`src/rtl/alu_loader_pkg.sv`:
```
// Shared types and word geometry for the program-RAM loader, RAM and ROM/ALU read path.
package alu_loader_pkg;
   localparam int ADDR_W = 8;
   localparam int OPND_W = 8;
   localparam int OP_W   = 4;
   localparam int WORD_W = 2*OPND_W + OP_W;

   typedef enum logic [2:0] {
      S_ADDR = 3'd0,
      S_A    = 3'd1,
      S_B    = 3'd2,
      S_OP   = 3'd3,
      S_WR   = 3'd4
   } ld_state_t;
endpackage

```
`src/rtl/btn_rise.sv`:
```
// Rising-edge detector for a debounced level button; history resets high so a
// button held through reset never produces an edge.
module btn_rise (
   input  logic clk,
   input  logic rst,
   input  logic btn,
   output logic rise
);
   logic btn_q;

   always_ff @(posedge clk) begin
      if (rst) btn_q <= 1'b1;
      else     btn_q <= btn;
   end

   assign rise = btn & ~btn_q;
endmodule

```
`src/rtl/alu_word_loader.sv`:
```
// Switch-driven loader: collects address, A, B and opcode one enter press at a
// time, then issues a single registered write of {A,B,OP} into program RAM.
module alu_word_loader
   import alu_loader_pkg::*;
#(
   parameter int ADDR_W = alu_loader_pkg::ADDR_W,
   parameter int OPND_W = alu_loader_pkg::OPND_W,
   parameter int OP_W   = alu_loader_pkg::OP_W
) (
   input  logic                       clk,
   input  logic                       rst,
   input  logic [7:0]                 sw,
   input  logic                       enter,
   input  logic                       abort,
   output logic                       wr_en,
   output logic [ADDR_W-1:0]          wr_addr,
   output logic [2*OPND_W+OP_W-1:0]   wr_data,
   output logic [2:0]                 field,
   output logic [ADDR_W-1:0]          cur_addr,
   output logic [OP_W-1:0]            LEDs
);
   ld_state_t                  state_q;
   logic                       enter_rise;
   logic                       wr_en_q;
   logic [ADDR_W-1:0]          wr_addr_q;
   logic [2*OPND_W+OP_W-1:0]   wr_data_q;
   logic [ADDR_W-1:0]          cur_q;
   logic [OP_W-1:0]            leds_q;
   logic [OPND_W-1:0]          a_q;
   logic [OPND_W-1:0]          b_q;
   logic [OP_W-1:0]            op_q;

   btn_rise u_enter (
      .clk  (clk),
      .rst  (rst),
      .btn  (enter),
      .rise (enter_rise)
   );

   // The write port is loaded on the OP-capture edge, so wr_en is high exactly
   // while the FSM sits in S_WR and the port holds its contents afterwards.
   always_ff @(posedge clk) begin
      if (rst) begin
         state_q   <= S_ADDR;
         wr_en_q   <= 1'b0;
         wr_addr_q <= '0;
         wr_data_q <= '0;
         cur_q     <= '0;
         leds_q    <= '0;
         a_q       <= '0;
         b_q       <= '0;
         op_q      <= '0;
      end else begin
         wr_en_q <= 1'b0;
         case (state_q)
            S_ADDR: begin
               if (enter_rise) begin
                  cur_q   <= ADDR_W'(sw);
                  state_q <= S_A;
               end
            end
            S_A: begin
               if (abort) state_q <= S_ADDR;
               else if (enter_rise) begin
                  a_q     <= OPND_W'(sw);
                  state_q <= S_B;
               end
            end
            S_B: begin
               if (abort) state_q <= S_ADDR;
               else if (enter_rise) begin
                  b_q     <= OPND_W'(sw);
                  state_q <= S_OP;
               end
            end
            S_OP: begin
               if (abort) state_q <= S_ADDR;
               else if (enter_rise) begin
                  op_q      <= sw[OP_W-1:0];
                  wr_en_q   <= 1'b1;
                  wr_addr_q <= cur_q;
                  wr_data_q <= {a_q, b_q, sw[OP_W-1:0]};
                  leds_q    <= sw[OP_W-1:0];
                  state_q   <= S_WR;
               end
            end
            S_WR: begin
               cur_q   <= cur_q + 1'b1;
               state_q <= S_A;
            end
            default: state_q <= S_ADDR;
         endcase
      end
   end

   assign wr_en    = wr_en_q;
   assign wr_addr  = wr_addr_q;
   assign wr_data  = wr_data_q;
   assign field    = state_q;
   assign cur_addr = cur_q;
   assign LEDs     = leds_q;
endmodule

```
`config.mk`:
```
export PLATFORM = sky130hd
export DESIGN_NAME = alu_word_loader
export DESIGN_NICKNAME = d
export VERILOG_FILES = /design/src/rtl/alu_loader_pkg.sv /design/src/rtl/btn_rise.sv /design/src/rtl/alu_word_loader.sv
export SDC_FILE = /design/constraint.sdc
export NUM_CORES = 1
export LEC_CHECK = 0
export ABC_AREA = 1
export BUFFER_PORTS_ARGS = -buffer_cell sky130_fd_sc_hd__buf_2
export CAP_MARGIN = 40
export CORE_MARGIN = 3
export CORE_UTILIZATION = 56
export CTS_CLUSTER_DIAMETER = 100
export CTS_CLUSTER_SIZE = 40
export DETAILED_ROUTE_END_ITERATION = 8
export MAX_ROUTING_LAYER = met4
export PLACE_DENSITY = 0.84
export SKIP_LAST_GASP = 1
export SLEW_MARGIN = 20
export SYNTH_ARGS = -nofsm -noshare
export SYNTH_HDL_FRONTEND = slang
export SYNTH_SLANG_ARGS = --single-unit
```
`constraint.sdc`:
```
create_clock -name clk -period 2.2 [get_ports clk]
set_clock_uncertainty 0.2 [all_clocks]
set_input_delay 0.22 -clock clk [delete_from_list [all_inputs] [get_ports clk]]
set_output_delay 0.22 -clock clk [all_outputs]
set_load 0.02 [all_outputs]
```
==> impl_metrics.csv <==
group,metric,value,unit
outcome,status,"completed",
synth,yosysUniqueCellTypes,23,
synth,syn_area,2280,um2
cells_and_area,final_util,0.749,
worst_setup_path,cpMaxStageDelayCell,"dfxtp_1",
grt,grt_pass1_vias,1962,
drt,post_drt_wl_per_cell,13.3,um
grt,globalRouteMet3Util,0.0935,
sta,hold-worst-slack,7.07,ps
grt,grt_util_met1,0.275,
floorplanning,fp-row-count,22,
grt,grt_busiest_layer,"met2",
floorplanning,fp.dieH,69.9,um
synth,async_reset_ff_frac,0,
worst_setup_path,worstReg2RegStart,"field[2]",
synth,yosysTopAreaCell,"dfxtp_1",
drt,drt-total-wl,5460,um
floorplanning,die_w,69.9,um
synth,synth_ff_type,"dfxtp_1",
floorplanning,start_util,0.601,
worst_setup_path,r2r-end,"cur_addr[5]",
floorplanning,io_pins,56,
sta,slew_viol_final,0,
synth,seq_area_frac_synth,0.500,
pwr,p_leak,1.32,nW
placement,dp.cells,386,
worst_setup_path,crit_type,"reg2reg",
pwr,total_power,2.40,mW
worst_setup_path,reg2regPathDepth,8,
synth,synth.ff_latch_count,57,
sta,final-setup-viol-count,0,
worst_setup_path,crit_path_end_kind,"flop",
drt,drc,0,
worst_setup_path,r2r_slack,320,ps
grt,grt-ovfl-total,0,
drt,first_iter_violations,120,
synth,synth_nets,311,
sta,timing.final.crit_share,0.854,
cells_and_area,fin_cells,411,
clocking,ctsLongestPathBuffers,2,
placement,hpwl,3440,um
worst_hold_path,whs_endpoint,"b_q[0]",
sta,min_period,1880,ps
grt,use_met2,0.378,
worst_setup_path,path_cells,"inv_2 -> nand2_1 -> nand2_1 -> inv_1 -> nand3_1 -> nand2_1 -> nand2_1 -> nor2_1",
sta,finalHoldViolations,0,
cells_and_area,fin_area,2850,um2
synth,synth_common_cells,"nor2_1 (69), dfxtp_1 (57), o21ai_0 (49), a21oi_1 (30), nand2_1 (28)",
sta,fmax,532,MHz
worst_setup_path,worst_setup_path_start_kind,"flop",
synth,syn_inst,298,
worst_setup_path,cp.arrival,1950,ps
sta,setup_tns,0,ps
synth,syn_avg_cell_area,7.66,um2
placement,numPortBuffers,55,
pwr,p_per_area,842,nW/um2
grt,antenna_found_initial,0,
floorplanning,core_area,3800,um2
cells_and_area,n_antenna_cell,0,
worst_setup_path,critPathRequiredTime,2270,ps
placement,gp_routability_congestion,0.894,
worst_setup_path,critPathMaxStageDelay,530,ps
placement,pre_cts_slack,411,ps
synth,yosysMostFrequentCell,"nor2_1",
sta,rsz0062_at_grt,"no",
floorplanning,die-area,4880,um2
pwr,vdd_ir_drop_max,0.640,mV
grt,grt_pass1_wl,8910,um
placement,place_area,2510,um2
clocking,numCtsBuffers,9,
clocking,clock-sinks,57,
cells_and_area,layout-drive-gt1-share,0.248,
drt,drt.antenna.violating_nets,0,
cells_and_area,syn2layout_area_growth,24.6,%
clocking,cts_tree,"built",
worst_setup_path,cpMostUsedCell,"nand2_1",
synth,synth_edf_count,0,
synth,synth_warnings,0,
worst_hold_path,hold_depth,3,
synth,synthTopCellsByArea,"dfxtp_1 (50%), nor2_1 (11%), o21ai_0 (11%)",
drt,vias,2117,
drt,first_pass_iters,5,
clocking,htreeDepth,3,
clocking,ctsResizeCount,0,
sta,maxSlewHeadroom,0.686,
clocking,clk_pin_slew_worst_paths,60,ps
flow_run,cap_violations,0,
synth,netlist.area_leader.share,0.500,
clocking,cts_root_buf,"clkbuf_8",
sta,worst_slew_pin_slew,470,ps
clocking,insertion_delay,340,ps
sta,fin_ws,320,ps
grt,grt_max_degree,38,
worst_setup_path,crit_start,"field[2]",
worst_hold_path,worst_hold_path_type,"in2reg",
worst_hold_path,min_from,"sw[0]",
grt,grt.total_usage,0.236,
cells_and_area,fin_nets,371,
worst_setup_path,cp_max_fo,11,
drt,viasPerCell,5.15,
worst max path at each step:
stage,to,cells past startpoint,slack [ps]
after global routing,wr_data[3],8,170
after CTS,wr_addr[7],8,350
after detailed placement,cur_addr[2],6,410
final,cur_addr[5],8,320
after global placement,cur_addr[2],6,450
after floorplan,wr_data[11],6,680
layer usage:
| layer | share of wire | vias to the layer above |
|---|---|---|
| met3 | 0.063 | 10 |
| li1 | - | 1085 |
| met1 | 0.44 | 955 |
| met5 | 0 | - |
| met2 | 0.48 | 67 |
| met4 | 0.018 | 0 |
area by class of cell:
cell class	instances	area (um2)
sequential	57	1140
tap	48	60.1
multi-input combinational	200	923
fill	302	953
clock inverter	5	103
timing repair buffer	67	388
clock buffer	11	141
inverter	23	88.8
cell families after synthesis:
group | Yosys count | synth area share
compound gates | 86 | 0.195
fa+ha+maj | 1 | 0.00548
buf+inv | 41 | 0.0959
flops | 57 | 0.500
simple gates | 113 | 0.204
registers in the layout (all words and copies together), names as in the netlist:
name / flops
wr_addr: 8
a_q: 8
wr_en: 1
wr_data: 20
u_enter.btn_q: 1
cur_addr: 8
b_q: 8
field: 3
cells in the final DEF, fill, tap and decap left out, drive strengths merged:
cell type	count
or2	1
bufinv	3
buf	58
clkinvlp	1
nand2	30
o21ai	54
clkinv	3
nor3	3
a21oi	32
clkbuf	11
ha	1
nand3	8
inv	21
dlygate4sd3	9
and3	1
nor2	70
dfxtp	57
timing repair:
item / 4_1_cts / 5_1_grt
endpoints found under the hold margin: 18 / 0
buffers inserted: 0 / 0
hold buffers: 9 / 0
setup endpoints to repair: 0 / 0
power breakdown:
group          internal, mW  leakage (nW)  switching (mW)  total (mW)
sequential             1.05         0.460          0.0160        1.06
clock                 0.781         0.120           0.412        1.19
combinational        0.0519         0.740          0.0879       0.140
total                  1.88          1.32           0.516        2.40
worst max-delay path, delay by kind of cell, from the launching register on:
kind | cells | cell delay [ps]
buffers and inverters | 2 | 410
AND/OR/NAND/NOR | 6 | 670
flip-flops | 1 | 530
(Power assumes the default switching activity.)
